File: src/rtl/router_pkt_src.sv
// rtl/router_pkt_src.sv - store-and-forward packet framer driving the router_1x3 input side
module router_pkt_src #(
    parameter int GAP_CYCLES = 2
) (
    input  logic       clock,
    input  logic       resetn,
    input  logic       req_valid,
    output logic       req_ready,
    input  logic [1:0] req_addr,
    input  logic [5:0] req_len,
    input  logic       req_bad_parity,
    output logic       req_err,
    input  logic       pl_valid,
    input  logic [7:0] pl_data,
    output logic       pl_ready,
    input  logic       busy,
    output logic       pkt_valid,
    output logic [7:0] data_out,
    output logic       pkt_done
);

    localparam logic [2:0] S_IDLE    = 3'd0;
    localparam logic [2:0] S_LOAD    = 3'd1;
    localparam logic [2:0] S_HEADER  = 3'd2;
    localparam logic [2:0] S_PAYLOAD = 3'd3;
    localparam logic [2:0] S_PARITY  = 3'd4;
    localparam logic [2:0] S_GAP     = 3'd5;

    localparam logic [3:0] GAP_LAST = 4'(GAP_CYCLES - 1);

    logic [2:0] state;
    logic [1:0] addr_q;
    logic [5:0] len_q;
    logic       bad_q;
    logic [5:0] count;
    logic [5:0] idx;
    logic [7:0] parity;
    logic [3:0] gap_cnt;
    logic [7:0] mem [0:63];

    logic load_fire;
    assign load_fire = (state == S_LOAD) && pl_valid && pl_ready;

    // Payload buffer has no reset; its contents are only read after being written.
    always_ff @(posedge clock) begin
        if (load_fire) begin
            mem[count] <= pl_data;
        end
    end

    always_ff @(posedge clock or negedge resetn) begin
        if (!resetn) begin
            state     <= S_IDLE;
            addr_q    <= 2'd0;
            len_q     <= 6'd0;
            bad_q     <= 1'b0;
            count     <= 6'd0;
            idx       <= 6'd0;
            parity    <= 8'h00;
            gap_cnt   <= 4'd0;
            req_ready <= 1'b1;
            pl_ready  <= 1'b0;
            pkt_valid <= 1'b0;
            data_out  <= 8'h00;
            req_err   <= 1'b0;
            pkt_done  <= 1'b0;
        end else begin
            req_err  <= 1'b0;
            pkt_done <= 1'b0;
            case (state)
                S_IDLE: begin
                    if (req_valid && req_ready) begin
                        addr_q <= req_addr;
                        len_q  <= req_len;
                        bad_q  <= req_bad_parity;
                        if (req_len == 6'd0 || req_addr == 2'd3) begin
                            req_err <= 1'b1;
                        end else begin
                            state     <= S_LOAD;
                            req_ready <= 1'b0;
                            pl_ready  <= 1'b1;
                            count     <= 6'd0;
                            parity    <= {req_len, req_addr};
                        end
                    end
                end
                S_LOAD: begin
                    if (load_fire) begin
                        parity <= parity ^ pl_data;
                        count  <= count + 6'd1;
                        if (count == len_q - 6'd1) begin
                            state     <= S_HEADER;
                            pl_ready  <= 1'b0;
                            pkt_valid <= 1'b1;
                            data_out  <= {len_q, addr_q};
                        end
                    end
                end
                S_HEADER: begin
                    if (!busy) begin
                        state    <= S_PAYLOAD;
                        idx      <= 6'd0;
                        data_out <= mem[0];
                    end
                end
                S_PAYLOAD: begin
                    if (!busy) begin
                        if (idx == len_q - 6'd1) begin
                            state     <= S_PARITY;
                            pkt_valid <= 1'b0;
                            data_out  <= bad_q ? ~parity : parity;
                        end else begin
                            idx      <= idx + 6'd1;
                            data_out <= mem[idx + 6'd1];
                        end
                    end
                end
                S_PARITY: begin
                    if (!busy) begin
                        state    <= S_GAP;
                        data_out <= 8'h00;
                        pkt_done <= 1'b1;
                        gap_cnt  <= 4'd0;
                    end
                end
                S_GAP: begin
                    if (gap_cnt == GAP_LAST) begin
                        state     <= S_IDLE;
                        req_ready <= 1'b1;
                    end else begin
                        gap_cnt <= gap_cnt + 4'd1;
                    end
                end
                default: begin
                    state     <= S_IDLE;
                    req_ready <= 1'b1;
                    pl_ready  <= 1'b0;
                    pkt_valid <= 1'b0;
                    data_out  <= 8'h00;
                end
            endcase
        end
    end

endmodule
File: config.mk
export PLATFORM = sky130hd
export DESIGN_NAME = router_pkt_src
export DESIGN_NICKNAME = d
export VERILOG_FILES = /design/src/rtl/router_pkt_src.sv
export SDC_FILE = /design/constraint.sdc
export NUM_CORES = 1
export LEC_CHECK = 0
export ABC_CLOCK_PERIOD_IN_PS = 2830
export BUFFER_PORTS_ARGS = -buffer_cell sky130_fd_sc_hd__buf_4
export CAP_MARGIN = 5
export CORE_ASPECT_RATIO = 0.6
export CORE_MARGIN = 2
export CORE_UTILIZATION = 50
export CTS_CLUSTER_DIAMETER = 120
export DETAILED_ROUTE_END_ITERATION = 8
export PLACE_DENSITY = 0.66
export SYNTH_ARGS = -nofsm -noshare
export SYNTH_HDL_FRONTEND = slang
export SYNTH_SLANG_ARGS = --single-unit
File: constraint.sdc
create_clock -name clock -period 2.83 [get_ports clock]
set_input_delay 0.283 -clock clock [delete_from_list [all_inputs] [get_ports clock]]
set_output_delay 0.283 -clock clock [all_outputs]
set_load 0.01 [all_outputs]
**Yosys cells after proc, flatten, opt, wreduce, memory -nomap -nowiden**

Memory sizes are Yosys's and may differ from the RTL's.
Cells that the tools add are included.

- Register bits: 49
- RAM bits: 512
- Bits of input ports: 22
- Output and inout bits: 13
- Memories kept: 1

- Add/subtract/negate cells: 4
- Eq/ne operators: 20
- Muxes and demuxes: 54
- Bitwise gates (word level): 6
- Reductions and logical operators: 22

Memories:

| memory | depth | width | read ports | clocked after Yosys merged registers in | write ports | RTL line | text |
|---|---|---|---|---|---|---|---|
| mem | 64 | 8 | 2 | 0 | 1 | 39 | `logic [7:0] mem [0:63];` |

Operators with widths:

| cell | count |
|---|---|
| 2-to-1 mux 8 bit | 10 |
| case mux 8 bit (5 select lines) | 1 |
| 2-to-1 mux 6 bit | 6 |
| 2-to-1 mux 3 bit | 9 |
| case mux 6 bit (2 select lines) | 2 |
| != test 2 bit (second input constant) | 10 |
| 2-to-1 mux 1 bit | 18 |
| case mux 3 bit (6 select lines) | 1 |
| case mux 8 bit (2 select lines) | 1 |
| adder 6 x 1 -> 6 bit (second input constant) | 2 |
| equality test 6 bit | 2 |
| AND reduction 4 bit | 3 |
| OR reduction 4 bit | 3 |
| AND reduction 5 bit | 2 |
| case mux 1 bit (3 select lines) | 3 |
| AND reduction 9 bit | 1 |
| 2-to-1 mux 4 bit | 2 |
| inverter 8 bit | 1 |
| case mux 4 bit (2 select lines) | 1 |
| XOR 8 bit | 1 |
| equality test 3 x 2 -> 1 bit (second input constant) | 2 |
| equality test 3 bit (second input constant) | 2 |
| zero test 6 bit | 1 |
| AND reduction 6 bit | 1 |
| 14 further kinds | 21 |

**Longest topological paths before layout**

Gate-level depths: netlist (run 1).

- Depth in word-level cells: 5
- Mapped depth: 12

**Worst setup path before layout (run 1)**

Ideal clock, no wire load.

- Path type: register to register
- Start: register len_q[0]
- End: register data_out[0]
- Library setup time: 0.126 ns
- Arrival: 2.281 ns
- Data required time: 2.704 ns
- Path slack: 0.423 ns
- Cell stages (with the launch flop): 11
- Path buffers: 2
- Cell sequence: dfrtp_1 inv_1 ha_1 buf_6 o21ba_2 a221oi_1 a41o_1 nand4_1 and3_1 buf_1 a221o_1

- Longest elaborated chain between the ends: 5

Ends and longest elaborated chain:

| what | RTL line | text |
|---|---|---|
| start, declared | 33 | `logic [5:0] len_q;` |
| start signal, assigned | 74 | `len_q <= req_len;` |
| subtractor 6 x 1 -> 6 bit (*) | 91, 108 |  |
| equality test 6 bit | 108 | `if (idx == len_q - 6'd1) begin` |
| 2-to-1 mux 8 bit | 108 |  |
| 2-to-1 mux 8 bit | 107 | `if (!busy) begin` |
| case mux 8 bit (5 select lines) | 70 | `case (state)` |
| end signal, assigned | 103 | `data_out <= mem[0];` |
| end signal, assigned | 111 | `data_out <= bad_q ? ~parity : parity;` |
| end signal, assigned | 114 | `data_out <= mem[idx + 6'd1];` |
| end, declared | 18 | `output logic [7:0] data_out,` |

Mark *: on every way between the ends. The rest lies on a longest branch, timed or not. The select of a mux whose other input is x is not followed.
A chain may end at the register's enable or synchronous reset.

**Worst setup path in the final report (run 1)**

- Start: register idx[0]
- End: register data_out[7]

- Longest elaborated chain between the ends: 5

Ends and longest elaborated chain:

| what | RTL line | text |
|---|---|---|
| start, declared | 36 | `logic [5:0] idx;` |
| start signal, assigned | 113 | `idx <= idx + 6'd1;` |
| adder 6 x 1 -> 6 bit | 114 |  |
| memory read (64 x 8 bit) | n/a |  |
| 2-to-1 mux 8 bit (*) | 108 |  |
| 2-to-1 mux 8 bit (*) | 107 |  |
| case mux 8 bit (5 select lines) (*) | 70 |  |

Marked as above.

==> results of run 1 <==
## worst max-delay path, delay by kind of cell, from the launching register on
kind                     cells  cell delay, ps
AO/OA/AOI/OAI                4             660
adder cells (fa/ha/maj)      1             340
flip-flops                   1             530
multiplexers                 2             860
buffers and inverters        1             220
## state kept, by name, summed over array words and instances (netlist names)
| register | count |
|---|---|
| addr_q | 2 |
| bad_q | 1 |
| count | 6 |
| data_out | 8 |
| gap_cnt | 4 |
| idx | 6 |
| len_q | 6 |
| mem | 512 |
| parity | 8 |
| pkt_done | 1 |
| pkt_valid | 1 |
| pl_ready | 1 |
| req_err | 1 |
| req_ready | 1 |
| state | 3 |
## timing repair
item                                    CTS  global route
hold buffers                             10             0
gates resized for setup                   1             6
hold endpoints to repair                 57             0
endpoints found under the setup margin    1             7
pin swaps                                 0             0
## logic make-up (layout without fill, tap and decap cells)
family / Yosys count / count (layout) / synth area share [%]
flops: 561 / 561 / 71.8
simple gates: 343 / 343 / 6.73
mux: 143 / 143 / 13.4
compound gates: 138 / 138 / 4.03
buf+inv: 85 / 250 / 2.23
xor+xnor: 33 / 33 / 1.49
fa+ha+maj: 6 / 6 / 0.314
other cells: 0 / 2 / 0
## path summary, 6_finish.rpt
path                       slack, ps           to       from  depth (start not counted)
max                               70  data_out[7]     idx[0]                          8
min                               70    req_ready  req_valid                          4
max reg2reg                       70  data_out[7]     idx[0]                          8
min reg2reg                      510    parity[4]  parity[4]                          1
max in group asynchronous       2040       idx[0]     resetn                          2
min in group asynchronous        280        bad_q     resetn                          2
## layer usage
layer  track usage, %  vias to the layer above  routed length (um)
met1             35.4                     6619               23800
met5                0                        -                   0
met4             4.95                        0                 998
met2             33.1                      571               23700
met3             7.20                       88                5990
li1                 -                     5456                   -
## power breakdown
group	switching [uW]	internal, uW	total, uW
Combinational	5120	4020	9140
Sequential	466	9430	9890
Clock	2900	3350	6250
Total	8490	16800	25300
## per-stage QoR
stage / instances / cell area (sq um) / hold slack [ps] / setup WS, ps / total power, uW
2_1_floorplan: 1309 / 23100 / -12.6 / 423 / 16100
3_3_place_gp: 1999 / 24700 / 350 / -1.00 / 19000
3_5_place_dp: 1999 / 24700 / 350 / 21.1 / 19100
4_1_cts: 2094 / 26300 / 58.6 / 18.6 / 25300
5_1_grt: 2094 / 26300 / 113 / 7.99 / 26300
6_report: 2096 / 26300 / 72.5 / 67.7 / 25300
## cells in the final DEF, fill, tap and decap left out, types with 12 or more instances in the layout
cell type,netlist,layout
a22oi_1,16,16
nand3_1,51,50
clkinv_1,0,12
dfrtp_1,48,47
clkbuf_16,0,49
buf_4,11,136
mux4_2,122,122
nor2_1,92,92
xnor2_1,18,17
o21ai_0,27,27
edfxtp_1,512,512
and3_1,20,17
nand2_1,144,144
a31oi_1,34,34
## layout make-up
type | count | share of cell area (%)
inverters | 8 | 0.114
well taps | 620 | 2.95
flip-flops and latches | 561 | 63.2
diodes | 2 | 0.0190
clock inverters | 30 | 0.781
repair buffers | 157 | 5.07
multi-input cells | 663 | 23.1
clock buffers | 55 | 4.75
==> impl_metrics.ini, run 1 <==
[status]
status = finished, final reports clean

[cts]
cts_setup_buffers = 0
cts_buffers = 48
clk_latency_ps = 580
cts-root-buf = clkbuf_16
cts_buffer_depth = 3
path_clk_slew_ps = 70
cts.sinks = 561
htreeDepth = 2
cts_tree = built

[worst_setup_path]
cp_slowest_stage_delay_ps = 540
critPathRequiredTime_ps = 3280
cp-end-kind = flop
crit_chain = ha_4, buf_12, mux4_2, mux2_2, o31ai_2, a31oi_1, a22oi_2, o211ai_1
arrival_ps = 3210
setup.worst_path.start_class = flop
crit_type = reg -> reg
crit_fanout = 30
cp_slowest_cell = mux4_2

[sta]
final_hold_viol_count = 0
fin_worst_skew_ps = 19.7
slew_viol_final = 0
finalCritPeriodShare_pct = 97.6
max_freq_mhz = 362
final.setup.tns_ps = 0
setup_viol = 0
rsz0062_at_grt = false
min_period_ps = 2760
worst_pin_slew_ps = 830
slew_headroom_pct = 44.7

[global_route]
grt_pass1_wl_mm = 81.5
first_global_vias = 12600
grt_max_degree = 67
gr-total-overflow = 0
grtUsageTotal_pct = 23.2
antenna_found_initial = 3

[yosys]
synthArstFlopShare_pct = 8.73
synth_nets = 1336
synth.most_common_cell = edfxtp_1
ys_top_cells_by_area = edfxtp_1, mux4_2, dfrtp_1
ys_top_cells_by_count = edfxtp_1, nand2_1, mux4_2
synth_top_area_cell = edfxtp_1
ys_seq_area_share_pct = 71.8
synth_flop_cell = edfxtp_1
yosysWarnings = 0
synth_seq_cells = 561
netlist_area_sq_mm = 0.0231
synth_area_per_cell_sq_um = 17.7
synth_top_area_share_pct = 66.5
synth_edf_count = 512
synth_cell_types = 67
syn_inst = 1309

[final_layout]
fillerInstances = 3434
regArea_sq_mm = 0.0166
multiInputGateArea_sq_mm = 0.00608
syn_to_final_growth_pct = 13.7
fin_util_pct = 58.2
final_net_count = 1466
drive_gt1_share_pct = 25.2

[floorplanning]
io_pins = 35
rows = 60
start_util_pct = 51.2
die-area_sq_mm = 0.0480
die_h_um = 171
fp.dieW_um = 282
design.core.area_sq_mm = 0.0452

[routing]
drt_iter0_markers = 1587
wl_mm = 54.5
drt-vias-per-instance = 6.08
final_antenna_net_count = 0
vias = 12700
wl_per_cell_um = 26.0
drc_errors = 0
firstDrtPassIters = 5

[power_and_ir_drop]
leakage_uw = 0.00869
ir_worst_vdd_mv = 0.633
pwr_density_cell_mw_per_mm2 = 962

[place]
hpwl_mm = 34.6
gp_congestion = 0.881
io_buffers = 34

[min_path]
hold_path_class = in -> reg

[run]
drv_cap = 0
No activity file was read; power rests on OpenSTA's default activity.
==> inputs of run 2 (changes only) <==
--- a/config.mk
+++ b/config.mk
@@ -15,4 +15,5 @@
 export DETAILED_ROUTE_END_ITERATION = 8
 export PLACE_DENSITY = 0.66
+export RECOVER_POWER = 50
 export SYNTH_ARGS = -nofsm -noshare
 export SYNTH_HDL_FRONTEND = slang
==> constraint.sdc (replaced) <==
create_clock -name clock -period 2.83 [get_ports clock]
set_input_delay 0.283 -clock clock [delete_from_list [all_inputs] [get_ports clock]]
set_output_delay 0.283 -clock clock [all_outputs]
set_load 0.005 [all_outputs]
==> impl_metrics.ini, run 2 (synthesis results as in run 1) <==
[status]
status = complete, but fails checks
violations = max-capacitance violations, max-slew violations

[sta]
final_hold_viol_count = 0
finalCritPeriodShare_pct = 98.0
finalHoldWorstSlack_ps = 67.6
final_critical_path_setup_slack_ps = 57.0
min_period_ps = 2770
setup_viol = 0
slew_headroom_pct = -71.2
slew_viol_final = 273
final.setup.tns_ps = 0
worst_pin_slew_ps = 2570
fin_worst_skew_ps = 19.1
rsz0062_at_grt = false
max_freq_mhz = 361

[floorplanning]
die_h_um = 171
fp.dieW_um = 282
io_pins = 35
rows = 60
design.core.area_sq_mm = 0.0452
start_util_pct = 51.2
die-area_sq_mm = 0.0480

[cts]
clk_latency_ps = 570
cts-root-buf = clkbuf_16
cts_tree = built
htreeDepth = 2
path_clk_slew_ps = 70
cts.sinks = 561
cts_buffers = 48
cts_buffer_depth = 3

[routing]
firstDrtPassIters = 5
drt_iter0_markers = 1551
wl_mm = 54.5
drc_errors = 0
wl_per_cell_um = 26.0
vias = 12700
final_antenna_net_count = 0
drt-vias-per-instance = 6.06

[final_layout]
most-common-layout-cells = edfxtp_1, nand2_1, mux4_2
drive_gt1_share_pct = 25.1
largest_reg_flops = 512
top_regs = mem (512), data_out (8), parity (8)
final_cells = 2095
regMostFlops = mem
multiInputGateArea_sq_mm = 0.00608
final_common_cell = edfxtp_1
final_net_count = 1466
fillerInstances = 3436
regArea_sq_mm = 0.0166
syn_to_final_growth_pct = 13.5

[power_and_ir_drop]
power.switching_uw = 8460
p_seq_share_pct = 39.2
p_int_uw = 16800
clkPwrFrac_pct = 24.8
switching_share_pct = 33.5
pwr_density_cell_mw_per_mm2 = 962
combPwrFrac_pct = 36.0
ir_worst_vdd_mv = 0.636
leakage_uw = 0.00868

[worst_setup_path]
crit_fanout = 30
crit_type = reg -> reg
critPathRequiredTime_ps = 3280
setup.worst_path.start_class = flop
arrival_ps = 3220
cp-end-kind = flop
r2r_setup_slack_ps = 60

[global_route]
grt_max_degree = 67
antenna_found_initial = 3
gr-total-overflow = 0
grt_pass1_wl_mm = 81.5
grtUsageTotal_pct = 23.2
first_global_vias = 12600

[place]
hpwl_mm = 34.6
io_buffers = 34
pre_cts_slack_ps = 21.1
gp_congestion = 0.881
place_inst = 1999

[run]
drv_cap = 4

[min_path]
hold_path_class = in -> reg
## run 2: path summary, 6_finish.rpt
path	start	to	depth (start not counted)
min reg2reg	parity[1]	parity[1]	1
max in group asynchronous	resetn	idx[0]	2
min	req_valid	req_ready	4
max reg2reg	idx[0]	data_out[7]	8
max	idx[0]	data_out[7]	8
min in group asynchronous	resetn	gap_cnt[3]	2
## run 2: cell type report
type | count | area share, %
diodes | 1 | 0.00953
well taps | 620 | 2.96
clock buffers | 55 | 4.76
repair buffers | 157 | 4.96
inverters | 8 | 0.114
clock inverters | 30 | 0.782
multi-input cells | 663 | 23.2
flip-flops and latches | 561 | 63.3
## run 2: power groups by stage
stage               sequential, uW  combinational [uW]  clock [uW]
floorplan                     9790                6260           0
global placement             10000                8940           0
detailed placement           10000                8990           0
CTS                           9880                9050        6350
global route                  9940                9700        6670
finish                        9900                9100        6250
## run 2: critical path, cell delays in order (launching register included)
cell and delay [ps]:
dfrtp_4 520, ha_4 340, buf_12 220, mux4_2 540, mux2_2 320, o31ai_2 250, a31oi_1 90, a22oi_2 220
o211ai_1 100
## run 2: per-layer routing
metal	wire (um)	track usage [%]
met5	0	0
met2	23600	33.1
met3	5760	7.20
met4	971	4.95
met1	24200	35.4
## run 2: per-stage QoR
stage	area (sq um)	power [uW]	utilization [%]
after floorplan	23100	16100	-
after detailed placement	24700	19000	54.7
after global placement	24700	19000	54.7
after global routing	26200	26300	58.1
after CTS	26300	25300	58.1
final	26300	25200	58.1
## run 2: timing repair
item,CTS,global route
setup endpoints to repair,1,7
hold buffers,10,0
hold endpoints to repair,57,0
resized for setup,1,6
buffers inserted,0,0
==> inputs of run 3 (changes only) <==
ABC_CLOCK_PERIOD_IN_PS = 2800   (was 2830)
clock period = 2.8 ns   (was 2.83 ns; I/O delays follow)
==> impl_metrics.ini, run 3 (synthesis results as in run 1) <==
[run]
drv_cap = 8

[cts]
cts_buffers = 47
path_clk_slew_ps = 70
cts_tree = built
cts-root-buf = clkbuf_16
htreeDepth = 2
clk_latency_ps = 580
cts_buffer_depth = 3
cts.sinks = 561

[worst_setup_path]
cp_slowest_cell = dfrtp_4
crit_chain = ha_4, buf_12, buf_16, mux4_2, mux4_2, nand2_1, and3_1, o221ai_1
crit_type = reg -> reg
crit_fanout = 23
reg2reg_depth = 8
critPathTopFamily = multiplexers
cp-end-kind = flop
crit_path_frequent_cell = mux4_2
cp_slowest_stage_delay_ps = 530
path_buf_inv = 2
regToRegStartpoint = idx[0]
r2r_setup_slack_ps = 60
path_depth = 8
arrival_ps = 3170
r2r_end = data_out[6]
critPathRequiredTime_ps = 3230
setup.worst_path.start_class = flop

[routing]
vias = 12700
firstDrtPassIters = 5
drt_iter0_markers = 1544
wl_per_cell_um = 26.3
final_antenna_net_count = 0
wl_mm = 55.3
drc_errors = 0
drt-vias-per-instance = 6.05

[floorplanning]
fp.dieW_um = 282
die-area_sq_mm = 0.0480
design.core.area_sq_mm = 0.0452
die_h_um = 171
start_util_pct = 51.2
io_pins = 35
rows = 60

[sta]
fin_worst_skew_ps = 16.6
min_period_ps = 2740
setup_viol = 0
rsz0062_at_grt = false
final_hold_viol_count = 0
finalCritPeriodShare_pct = 97.9
final.setup.tns_ps = 0
slew_headroom_pct = -61.9
worst_pin_slew_ps = 2430
max_freq_mhz = 365
finalHoldWorstSlack_ps = 79.1
slew_viol_final = 430

[final_layout]
num_antenna_cells = 0
final_cells = 2105
fillerInstances = 3442
final_common_cell = edfxtp_1
most-common-layout-cells = edfxtp_1, nand2_1, buf_4
final_net_count = 1476
top_regs = mem (512), data_out (8), parity (8)
largest_reg_flops = 512
drive_gt1_share_pct = 25.3
regArea_sq_mm = 0.0166
multiInputGateArea_sq_mm = 0.00609
fin_util_pct = 58.5
regMostFlops = mem
syn_to_final_growth_pct = 14.3

[status]
violations = max-capacitance violations, max-slew violations
status = complete, but fails checks

[place]
place_inst = 2005
hpwl_mm = 34.7
gp_congestion = 0.889
io_buffers = 34

[global_route]
gr-total-overflow = 0
grt_pass1_wl_mm = 81.2
grtUsageTotal_pct = 23.3
antenna_found_initial = 1
first_global_vias = 12400
grt_max_degree = 67

[power_and_ir_drop]
p_seq_share_pct = 38.6
switching_share_pct = 33.3
combPwrFrac_pct = 36.8
ir_worst_vdd_mv = 0.703
pwr_density_cell_mw_per_mm2 = 983
clkPwrFrac_pct = 24.5
p_int_uw = 17300
leakage_uw = 0.00876
power.switching_uw = 8640

[min_path]
hold_start = req_valid
min_to = req_ready
hold_path_class = in -> reg
min_path_cells = 4
run 3: per-stage QoR:
stage	instance area [sq um]	setup WS (ps)	power (uW)
global route	26400	6.37	27000
floorplan	23100	393	16200
global placement	24800	81.7	19200
CTS	26300	38.4	25600
detailed placement	24800	60.3	19200
finish	26400	57.9	26000
run 3: worst max path at each step:
stage,start,to,slack [ps]
after detailed placement,idx[0],data_out[2],60
after CTS,idx[1],data_out[5],40
after global placement,idx[0],data_out[5],80
final,idx[0],data_out[6],60
after global routing,idx[0],data_out[5],6
after floorplan,len_q[0],data_out[0],390
run 3: worst reg2reg max path, cell delays in order (launching register included):
cell and delay [ps]:
dfrtp_4 530, ha_4 370, buf_12 190, buf_16 200
mux4_2 350, mux4_2 490, nand2_1 160, and3_1 180
o221ai_1 140
run 3: timing repair:
item,in CTS,in global routing
setup endpoints to repair,0,7
endpoints found under the hold margin,57,0
hold buffers,10,0
gates resized for setup,0,16
buffers inserted,0,3
run 3: area by class of cell:
type | count | share of cell area [%]
Sequential cell | 561 | 62.8
Multi-Input combinational cell | 663 | 23.0
Timing Repair Buffer | 168 | 5.57
Clock buffer | 57 | 4.75
Tap cell | 620 | 2.93
Clock inverter | 28 | 0.776
Inverter | 8 | 0.114
run 3: routing by layer:
metal	track usage [%]	up-vias	wire length [um]
met5	0	-	0
li1	-	5478	-
met2	32.1	582	23400
met1	35.9	6595	24400
met4	5.48	0	1140
met3	7.72	84	6330
run 3: power by group through the flow:
stage / sequential, uW / clock, uW / combinational, uW
final: 10000 / 6370 / 9570
after CTS: 10000 / 6490 / 9140
after global routing: 10100 / 6780 / 10200
after global placement: 10200 / 0 / 9000
after floorplan: 9900 / 0 / 6330
after detailed placement: 10200 / 0 / 9080
